<file path="config.mk">
export PLATFORM = sky130hd
export DESIGN_NAME = rv32_div_unit_flat
export DESIGN_NICKNAME = d
export VERILOG_FILES = /design/src/rtl/rv32_div_pkg.sv /design/src/rtl/rv32_div_unit_if.sv /design/src/rtl/rv32_div_step.sv /design/src/rtl/rv32_div_unit.sv /design/src/flat_wrapper.sv
export SDC_FILE = /design/constraint.sdc
export NUM_CORES = 1
export LEC_CHECK = 0
export ABC_AREA = 1
export CORE_ASPECT_RATIO = 1.4
export CORE_UTILIZATION = 42
export DETAILED_ROUTE_END_ITERATION = 16
export GPL_TIMING_DRIVEN = 0
export PLACE_DENSITY_LB_ADDON = 0.15
export SLEW_MARGIN = 10
export SYNTH_ARGS = -nofsm -noshare
export SYNTH_HDL_FRONTEND = slang
export SYNTH_SLANG_ARGS = --single-unit
</file>
<file path="constraint.sdc">
create_clock -name clk -period 2.81 [get_ports clk]
set_clock_uncertainty 0.2 [all_clocks]
set_input_delay 0.4215 -clock clk [delete_from_list [all_inputs] [get_ports clk]]
set_output_delay 0.4215 -clock clk [all_outputs]
set_load 0.02 [all_outputs]
</file>
<file path="src/rtl/rv32_div_pkg.sv">
// rv32_div_pkg: shared op encodings, FSM states and RV32 divide constants.
package rv32_div_pkg;

   typedef enum logic [1:0] {
      OP_DIV  = 2'b00,
      OP_DIVU = 2'b01,
      OP_REM  = 2'b10,
      OP_REMU = 2'b11
   } div_op_e;

   typedef enum logic [1:0] {
      IDLE  = 2'b00,
      CALC  = 2'b01,
      FIXUP = 2'b10,
      DONE  = 2'b11
   } div_state_e;

   localparam logic [31:0] DIV_ZERO_Q = 32'hFFFF_FFFF;
   localparam logic [31:0] INT_MIN    = 32'h8000_0000;

   // op[0] clear selects the signed variants (DIV/REM)
   function automatic logic is_signed_op(input logic [1:0] op);
      return (op[0] == 1'b0);
   endfunction

endpackage

</file>
<file path="src/rtl/rv32_div_unit_if.sv">
// rv32_div_unit_if: request / write-back bundle between the core and the divide unit.
interface rv32_div_unit_if #(
   parameter int DATA_WIDTH        = 32,
   parameter int ADDRESS_BIT_WIDTH = 5
);
   logic                         start;
   logic [1:0]                   op;
   logic [DATA_WIDTH-1:0]        rs1_data;
   logic [DATA_WIDTH-1:0]        rs2_data;
   logic [ADDRESS_BIT_WIDTH-1:0] rd_addr;
   logic                         busy;
   logic                         done;
   logic                         wb_we;
   logic [ADDRESS_BIT_WIDTH-1:0] wb_addr;
   logic [DATA_WIDTH-1:0]        result;

   modport master (
      output start, op, rs1_data, rs2_data, rd_addr,
      input  busy, done, wb_we, wb_addr, result
   );

   modport slave (
      input  start, op, rs1_data, rs2_data, rd_addr,
      output busy, done, wb_we, wb_addr, result
   );
endinterface

</file>
<file path="src/rtl/rv32_div_step.sv">
// rv32_div_step: one combinational radix-2 restoring iteration (shift in dividend MSB, trial subtract).
module rv32_div_step #(
   parameter int DATA_WIDTH = 32
) (
   input  logic [DATA_WIDTH-1:0] rem,
   input  logic                  dvd_msb,
   input  logic [DATA_WIDTH-1:0] dsr,
   output logic [DATA_WIDTH-1:0] rem_next,
   output logic                  q_bit
);
   logic [DATA_WIDTH:0] shifted_s;
   logic [DATA_WIDTH:0] diff_s;

   // W+1-bit trial subtract; the partial remainder never exceeds 2*dsr-1, so the low W bits suffice afterwards
   always_comb begin
      shifted_s = {rem, dvd_msb};
      diff_s    = shifted_s - {1'b0, dsr};
      q_bit     = (shifted_s >= {1'b0, dsr});
      if (q_bit) begin
         rem_next = diff_s[DATA_WIDTH-1:0];
      end else begin
         rem_next = shifted_s[DATA_WIDTH-1:0];
      end
   end
endmodule

</file>
<file path="src/rtl/rv32_div_unit.sv">
// rv32_div_unit: iterative RV32M DIV/DIVU/REM/REMU unit feeding the register-file write port.
// Define RV32_DIV_EARLY_OUT_EN to finish |rs1| < |rs2| operands straight from IDLE.
module rv32_div_unit
   import rv32_div_pkg::*;
#(
   parameter int DATA_WIDTH        = 32,
   parameter int ADDRESS_BIT_WIDTH = 5,
   parameter int CNT_WIDTH         = 6
) (
   input logic            clk,
   input logic            rstn,
   input logic            en,
   input logic            flush,
   rv32_div_unit_if.slave bus
);
   localparam logic [CNT_WIDTH-1:0]  LAST_CNT = CNT_WIDTH'(DATA_WIDTH - 1);
   localparam logic [CNT_WIDTH-1:0]  CNT_ONE  = {{(CNT_WIDTH-1){1'b0}}, 1'b1};
   localparam logic [DATA_WIDTH-1:0] ZERO_W   = {DATA_WIDTH{1'b0}};

   div_state_e                   state_r;
   logic [CNT_WIDTH-1:0]         cnt_r;
   logic                         op_rem_r;
   logic                         q_neg_r;
   logic                         r_neg_r;
   logic                         busy_r;
   logic                         done_r;
   logic [DATA_WIDTH-1:0]        dvd_r;
   logic [DATA_WIDTH-1:0]        dsr_r;
   logic [DATA_WIDTH-1:0]        rem_r;
   logic [DATA_WIDTH-1:0]        result_r;
   logic [ADDRESS_BIT_WIDTH-1:0] addr_r;

   logic                  signed_s;
   logic                  s1_s;
   logic                  s2_s;
   logic                  div_zero_s;
   logic                  ovf_s;
   logic                  early_s;
   logic                  special_s;
   logic [DATA_WIDTH-1:0] mag1_s;
   logic [DATA_WIDTH-1:0] mag2_s;
   logic [DATA_WIDTH-1:0] special_res_s;
   logic [DATA_WIDTH-1:0] fix_res_s;
   logic [DATA_WIDTH-1:0] step_rem_s;
   logic                  step_q_s;

   // Operand magnitudes, sign flags and the results of the cases that skip the iteration
   always_comb begin
      signed_s   = is_signed_op(bus.op);
      s1_s       = signed_s & bus.rs1_data[DATA_WIDTH-1];
      s2_s       = signed_s & bus.rs2_data[DATA_WIDTH-1];
      mag1_s     = s1_s ? (ZERO_W - bus.rs1_data) : bus.rs1_data;
      mag2_s     = s2_s ? (ZERO_W - bus.rs2_data) : bus.rs2_data;
      div_zero_s = (bus.rs2_data == ZERO_W);
      ovf_s      = signed_s & (bus.rs1_data == INT_MIN) & (bus.rs2_data == DIV_ZERO_Q);
`ifdef RV32_DIV_EARLY_OUT_EN
      early_s    = ~div_zero_s & ~ovf_s & (mag1_s < mag2_s);
`else
      early_s    = 1'b0;
`endif
      special_s  = div_zero_s | ovf_s | early_s;
      if (div_zero_s) begin
         special_res_s = bus.op[1] ? bus.rs1_data : DIV_ZERO_Q;
      end else if (ovf_s) begin
         special_res_s = bus.op[1] ? ZERO_W : INT_MIN;
      end else begin
         special_res_s = bus.op[1] ? bus.rs1_data : ZERO_W;
      end
   end

   // Sign correction applied once the magnitudes are final
   always_comb begin
      if (op_rem_r) begin
         fix_res_s = r_neg_r ? (ZERO_W - rem_r) : rem_r;
      end else begin
         fix_res_s = q_neg_r ? (ZERO_W - dvd_r) : dvd_r;
      end
   end

   rv32_div_step #(
      .DATA_WIDTH (DATA_WIDTH)
   ) u_step (
      .rem      (rem_r),
      .dvd_msb  (dvd_r[DATA_WIDTH-1]),
      .dsr      (dsr_r),
      .rem_next (step_rem_s),
      .q_bit    (step_q_s)
   );

   // Divider FSM; quotient bits shift into dvd_r, which also stages the answer until DONE commits it
   always_ff @(posedge clk or negedge rstn) begin
      if (!rstn) begin
         state_r  <= IDLE;
         cnt_r    <= {CNT_WIDTH{1'b0}};
         op_rem_r <= 1'b0;
         q_neg_r  <= 1'b0;
         r_neg_r  <= 1'b0;
         busy_r   <= 1'b0;
         done_r   <= 1'b0;
         dvd_r    <= ZERO_W;
         dsr_r    <= ZERO_W;
         rem_r    <= ZERO_W;
         result_r <= ZERO_W;
         addr_r   <= {ADDRESS_BIT_WIDTH{1'b0}};
      end else if (en) begin
         done_r <= 1'b0;
         if (flush) begin
            state_r <= IDLE;
            busy_r  <= 1'b0;
         end else begin
            case (state_r)
               IDLE: begin
                  // done_r high marks the completion cycle, in which a new start is not taken
                  if (bus.start && !done_r) begin
                     op_rem_r <= bus.op[1];
                     addr_r   <= bus.rd_addr;
                     q_neg_r  <= s1_s ^ s2_s;
                     r_neg_r  <= s1_s;
                     dsr_r    <= mag2_s;
                     rem_r    <= ZERO_W;
                     cnt_r    <= {CNT_WIDTH{1'b0}};
                     busy_r   <= 1'b1;
                     if (special_s) begin
                        dvd_r   <= special_res_s;
                        state_r <= DONE;
                     end else begin
                        dvd_r   <= mag1_s;
                        state_r <= CALC;
                     end
                  end
               end
               CALC: begin
                  rem_r <= step_rem_s;
                  dvd_r <= {dvd_r[DATA_WIDTH-2:0], step_q_s};
                  cnt_r <= cnt_r + CNT_ONE;
                  if (cnt_r == LAST_CNT) begin
                     state_r <= FIXUP;
                  end
               end
               FIXUP: begin
                  dvd_r   <= fix_res_s;
                  state_r <= DONE;
               end
               DONE: begin
                  result_r <= dvd_r;
                  done_r   <= 1'b1;
                  busy_r   <= 1'b0;
                  state_r  <= IDLE;
               end
               default: begin
                  busy_r  <= 1'b0;
                  state_r <= IDLE;
               end
            endcase
         end
      end
   end

   assign bus.busy    = busy_r;
   assign bus.done    = done_r & en;
   assign bus.wb_we   = done_r & en;
   assign bus.wb_addr = addr_r;
   assign bus.result  = result_r;

endmodule

</file>
<file path="src/flat_wrapper.sv">
// flat-port wrapper written by rule: the top's interface ports become plain ports
module rv32_div_unit_flat import rv32_div_pkg::*;
#(
   parameter int DATA_WIDTH        = 32,
   parameter int ADDRESS_BIT_WIDTH = 5,
   parameter int CNT_WIDTH         = 6
)
  (clk, rstn, en, flush, bus_start, bus_op, bus_rs1_data, bus_rs2_data, bus_rd_addr, bus_busy, bus_done, bus_wb_we, bus_wb_addr, bus_result);
  rv32_div_unit_if #(.DATA_WIDTH(DATA_WIDTH), .ADDRESS_BIT_WIDTH(ADDRESS_BIT_WIDTH)) bus_i ();
  input logic clk;
  input logic rstn;
  input logic en;
  input logic flush;
  input wire logic [$bits(bus_i.start)-1:0] bus_start;
  input wire logic [$bits(bus_i.op)-1:0] bus_op;
  input wire logic [$bits(bus_i.rs1_data)-1:0] bus_rs1_data;
  input wire logic [$bits(bus_i.rs2_data)-1:0] bus_rs2_data;
  input wire logic [$bits(bus_i.rd_addr)-1:0] bus_rd_addr;
  output wire logic [$bits(bus_i.busy)-1:0] bus_busy;
  output wire logic [$bits(bus_i.done)-1:0] bus_done;
  output wire logic [$bits(bus_i.wb_we)-1:0] bus_wb_we;
  output wire logic [$bits(bus_i.wb_addr)-1:0] bus_wb_addr;
  output wire logic [$bits(bus_i.result)-1:0] bus_result;
  assign bus_i.start = bus_start;
  assign bus_i.op = bus_op;
  assign bus_i.rs1_data = bus_rs1_data;
  assign bus_i.rs2_data = bus_rs2_data;
  assign bus_i.rd_addr = bus_rd_addr;
  assign bus_busy = bus_i.busy;
  assign bus_done = bus_i.done;
  assign bus_wb_we = bus_i.wb_we;
  assign bus_wb_addr = bus_i.wb_addr;
  assign bus_result = bus_i.result;
  rv32_div_unit #(.DATA_WIDTH(DATA_WIDTH), .ADDRESS_BIT_WIDTH(ADDRESS_BIT_WIDTH), .CNT_WIDTH(CNT_WIDTH)) u_core (.clk(clk), .rstn(rstn), .en(en), .flush(flush), .bus(bus_i));
endmodule
</file>
==> results <==
- The run finished with clean final reports.
- The buffer cell driving the clock tree root is clkbuf_16.
- The die covers 32,900 sq um.
- The initial detailed-routing violation count is 1,191.
- STA classifies the critical path startpoint as a register.
- The per-cell via count in the routed design is 5.56.
- After detailed routing, the average wire length per cell comes to 19.9 um.
- The required time reported for the critical path endpoint is 2.94 ns.
- The die width is 154 um.
- The flip-flop and latch count after synthesis is 146.
- The number of different library cells in the post-synthesis netlist is 51.
- In this run the power density over the cells is 940 nW/um^2.
- The routability congestion estimate from global placement is 1.03.
- In this run the cell area of the synthesized design comes to 13,500 sq um.
- Traced cell by cell, the critical path runs through ha_1 -> nand2_1 -> inv_1 -> nand3_1 -> nor2_1 -> nand2_1 -> nand2_2 -> a21oi_4 -> buf_2 -> nand3_1 -> nand3_1 -> o21ai_1.
- The initial antenna violation count is 0.
- The worst-case setup margin in the final layout is 0.103 ns.
- Summed over all layers, the global routing overflow is 0.
- IR analysis of the VDD net gives a maximum drop of 494 uV.
- Sorting the synthesized cells by how often they occur yields nand2_1 (686), nand3_1 (263), nor2_1 (259).
- Relative to the synthesized area, the layout overhead comes to 17.7%.
- STA classifies the critical path endpoint as a register.
- The final-report hold violation count was 0.
- The clock tree from TritonCTS is yes.
- The count of standard-cell rows is 77.
- Max-cap violations in this run came to 0.
- Clock-pin slew was measured on the worst setup and hold paths at 0.07 ns.
- The wire-length estimate of the detail-placed layout is 45,400 um.
- The number of global-route vias before repair was 14,500.
- In the routed design, unresolved DRC markers number 0.
- The remaining max-slew budget at the tightest pin is 35.0%.
- Measured along the y axis, the die boundary spans 214 um.
- In this run the worst hold path is classified as reg2reg.
- Of the post-synthesis cell area, the dominant cell type holds 27.1%.
- The first TritonRoute pass finished after 6 iterations.
- The instance count after placement with tap cells included is 2,747.
- Setup repair after global routing left no endpoint under its margin.
- Entering global routing, the biggest net connects 84 pins.
- The post-synthesis net count is 2,355.
- The sink count of the clock tree is 146.
- Of the cells placed in the final design, the portion with a size suffix greater than 1 is 6.45%.
- For this block, the routed nets add up to 55,400 um of wire.
- During I/O placement, the number of pins put on the boundary was 116.
- The slew of the pin with the lowest slew margin is 0.965 ns.
- The most common cell type on the critical path is nand3_1.
- Prior to clock tree synthesis, the placed netlist has a worst setup slack of -0.406 ns.
- dfrtp_1 takes more of the synthesized area than any other cell.
- In this run the remaining antenna-violating nets after routing total 0.
- nand2_1 is the most common cell in the netlist.
- The number of standard cells in the layout, taps in and fillers out is 2,782.
- The leakage power of the design is 7.77 nW.
- The worst-path maximum fanout is 10.
- Sorting the synthesized cells by area gives the leading types as dfrtp_1 (27%), nand2_1 (19%), nand3_1 (9.7%), nor2_1 (7.2%), inv_1 (6.4%).
- The average size of a mapped cell is 6.04 sq um.
- The total via count in the routed design is 15,500.
- For this design, the slowest cell found on the critical path is dfrtp_1.
- On the worst path, the slowest cell contributes a delay of 0.50 ns.
- Counting the buffers created by CTS gives 17.
- The aggregate global-route resource usage is 33.6%.
- The count of synthesis-stage warnings from yosys is 0.
- The proportion of synthesized chip area in sequential cells is 27.1%.
- The first global-routing pass estimated 84,100 um of wire.
- The smallest hold slack is 0.284 ns.
- The final count of pins violating max slew is 0.
- The number of setup violations in the final report is 0.
- In the finished design, the share of the clock period the worst path needs comes to 96.3%.
- The worst hold path passes through 2 cells.
- The number of flops mapped to enable cells by yosys is 0.
- The starting density of the core is 42.7%.
- The worst-skew pair later-pin latency is 0.45 ns.
- After the last flow step, the layout net total stands at 2,493.
- The region available for standard cell placement spans 31,600 sq um.
- Measured in cells, the most critical reg-to-reg path has a length of 12.
- The proportion of register bits with asynchronous set or reset after synthesis is 100%.
- For this run, the top clock speed supported by timing is 0.369 GHz.
- Input and output buffers added on the ports amount to 115.
- The total number of H-tree levels is 4.
- No sink is reached through more buffers than the 2 on the longest clock path.
- The worst setup path is of the reg2reg kind.
- The number of antenna diodes in the final layout is 0.
- Synthesis produced 2,236 cells.
- In the synthesized netlist the dominant register cell turns out to be dfrtp_1.
- Counting I/O delays and the setup requirement, the final critical path takes 2.71 ns.
- At the worst endpoint, the arrival time is 2.83 ns.
==> critical path: cells and delay by family (launching register included) <==
family                     cells  cell delay (ns)
AOI/OAI and AO/OA              2             0.38
adders and majority gates      1             0.43
buffers and inverters          2             0.36
and+or+nand+nor                7             0.71
DFF                            1             0.50
==> area by class of cell <==
class                      count  area [sq um]
inverter                     242           915
timing repair buffer         120          1220
multi-input combinational   1774          8650
fill                        3397         15700
buffer                        73           369
tap                          395           494
clock buffer                  19           453
clock inverter                13           143
sequential                   146          3660
==> report_power, final <==
part,switching (mW),internal [mW]
Sequential,0.699,2.88
Combinational,6.12,2.84
Clock,1.09,1.30
==> per-layer routing <==
| layer | share of wire, % | global-route usage [%] | routed length [um] |
|---|---|---|---|
| met2 | 50 | 58.7 | 27500 |
| met3 | 4.3 | 4.20 | 2400 |
| met1 | 38 | 37.9 | 21300 |
| met5 | 0 | 0 | 0 |
| met4 | 7.5 | 23.5 | 4140 |
==> per-stage QoR <==
| step | total power, mW | setup TNS, ns | utilization (%) | instance area, sq um |
|---|---|---|---|---|
| 2_1_floorplan | 8.91 | 0 | - | 13500 |
| 3_3_place_gp | 12.3 | -724.43 | 47.9 | 15200 |
| 3_5_place_dp | 12.3 | -8.64 | 48.0 | 15200 |
| 4_1_cts | 14.8 | 0 | 50.0 | 15800 |
| 5_1_grt | 16.0 | 0 | 50.3 | 15900 |
| 6_report | 14.9 | 0 | 50.3 | 15900 |
==> worst paths after layout <==
kind                                             from               endpoint  slack (ns)
max in group asynchronous                        rstn        u_core.dsr_r[2]        1.26
worst min register to register  u_core.bus.result[13]  u_core.bus.result[13]        0.28
min in group asynchronous                        rstn   u_core.bus.result[7]        0.31
worst max-delay path                 u_core.rem_r[27]        u_core.rem_r[4]        0.10
worst min-delay path            u_core.bus.result[13]  u_core.bus.result[13]        0.28
worst max register to register       u_core.rem_r[27]        u_core.rem_r[4]        0.10
==> state kept, by name (all words and copies together) (netlist names) <==
signal and flops:
u_core.dvd_r 32, u_core.dsr_r 32, u_core.rem_r 32, u_core.done_r 1, u_core.state_r 2, u_core.op_rem_r 1
u_core.bus.wb_addr 5, u_core.bus.busy 1, u_core.bus.result 32, u_core.q_neg_r 1, u_core.cnt_r 6, u_core.r_neg_r 1
==> logic make-up (layout without fill, tap and decap cells) <==
kind of cell    count (synthesis)  count (layout)  synth area share [%]
flops                         146             146                  27.1
fa+ha+maj                      43              43                  4.04
buf+inv                       316             467                  9.42
simple gates                 1333            1333                  42.6
compound gates                345             345                  13.4
xor+xnor                       53              53                  3.44
==> placed cells by master (no fill, tap or decap), drive strengths merged, types with 7 or more instances in the layout <==
cell type	count
a21oi	118
buf	41
clkbuf	56
clkdlybuf4s50	114
clkinv	7
dfrtp	146
ha	42
inv	245
nand2	699
nand3	273
nand3b	16
nand4	36
nor2	279
nor3	21
o211ai	11
o21ai	202
xnor2	23
xor2	30
==> what timing repair did <==
| item | in CTS | in global routing |
|---|---|---|
| hold endpoints to repair | 63 | 0 |
| setup endpoints to repair | 32 | 38 |
| hold buffers | 1 | 0 |
| buffers inserted | 0 | 3 |
| pin swaps | 0 | 1 |
| gates resized for setup | 3 | 28 |
No activity file was read; power rests on OpenSTA's default activity.
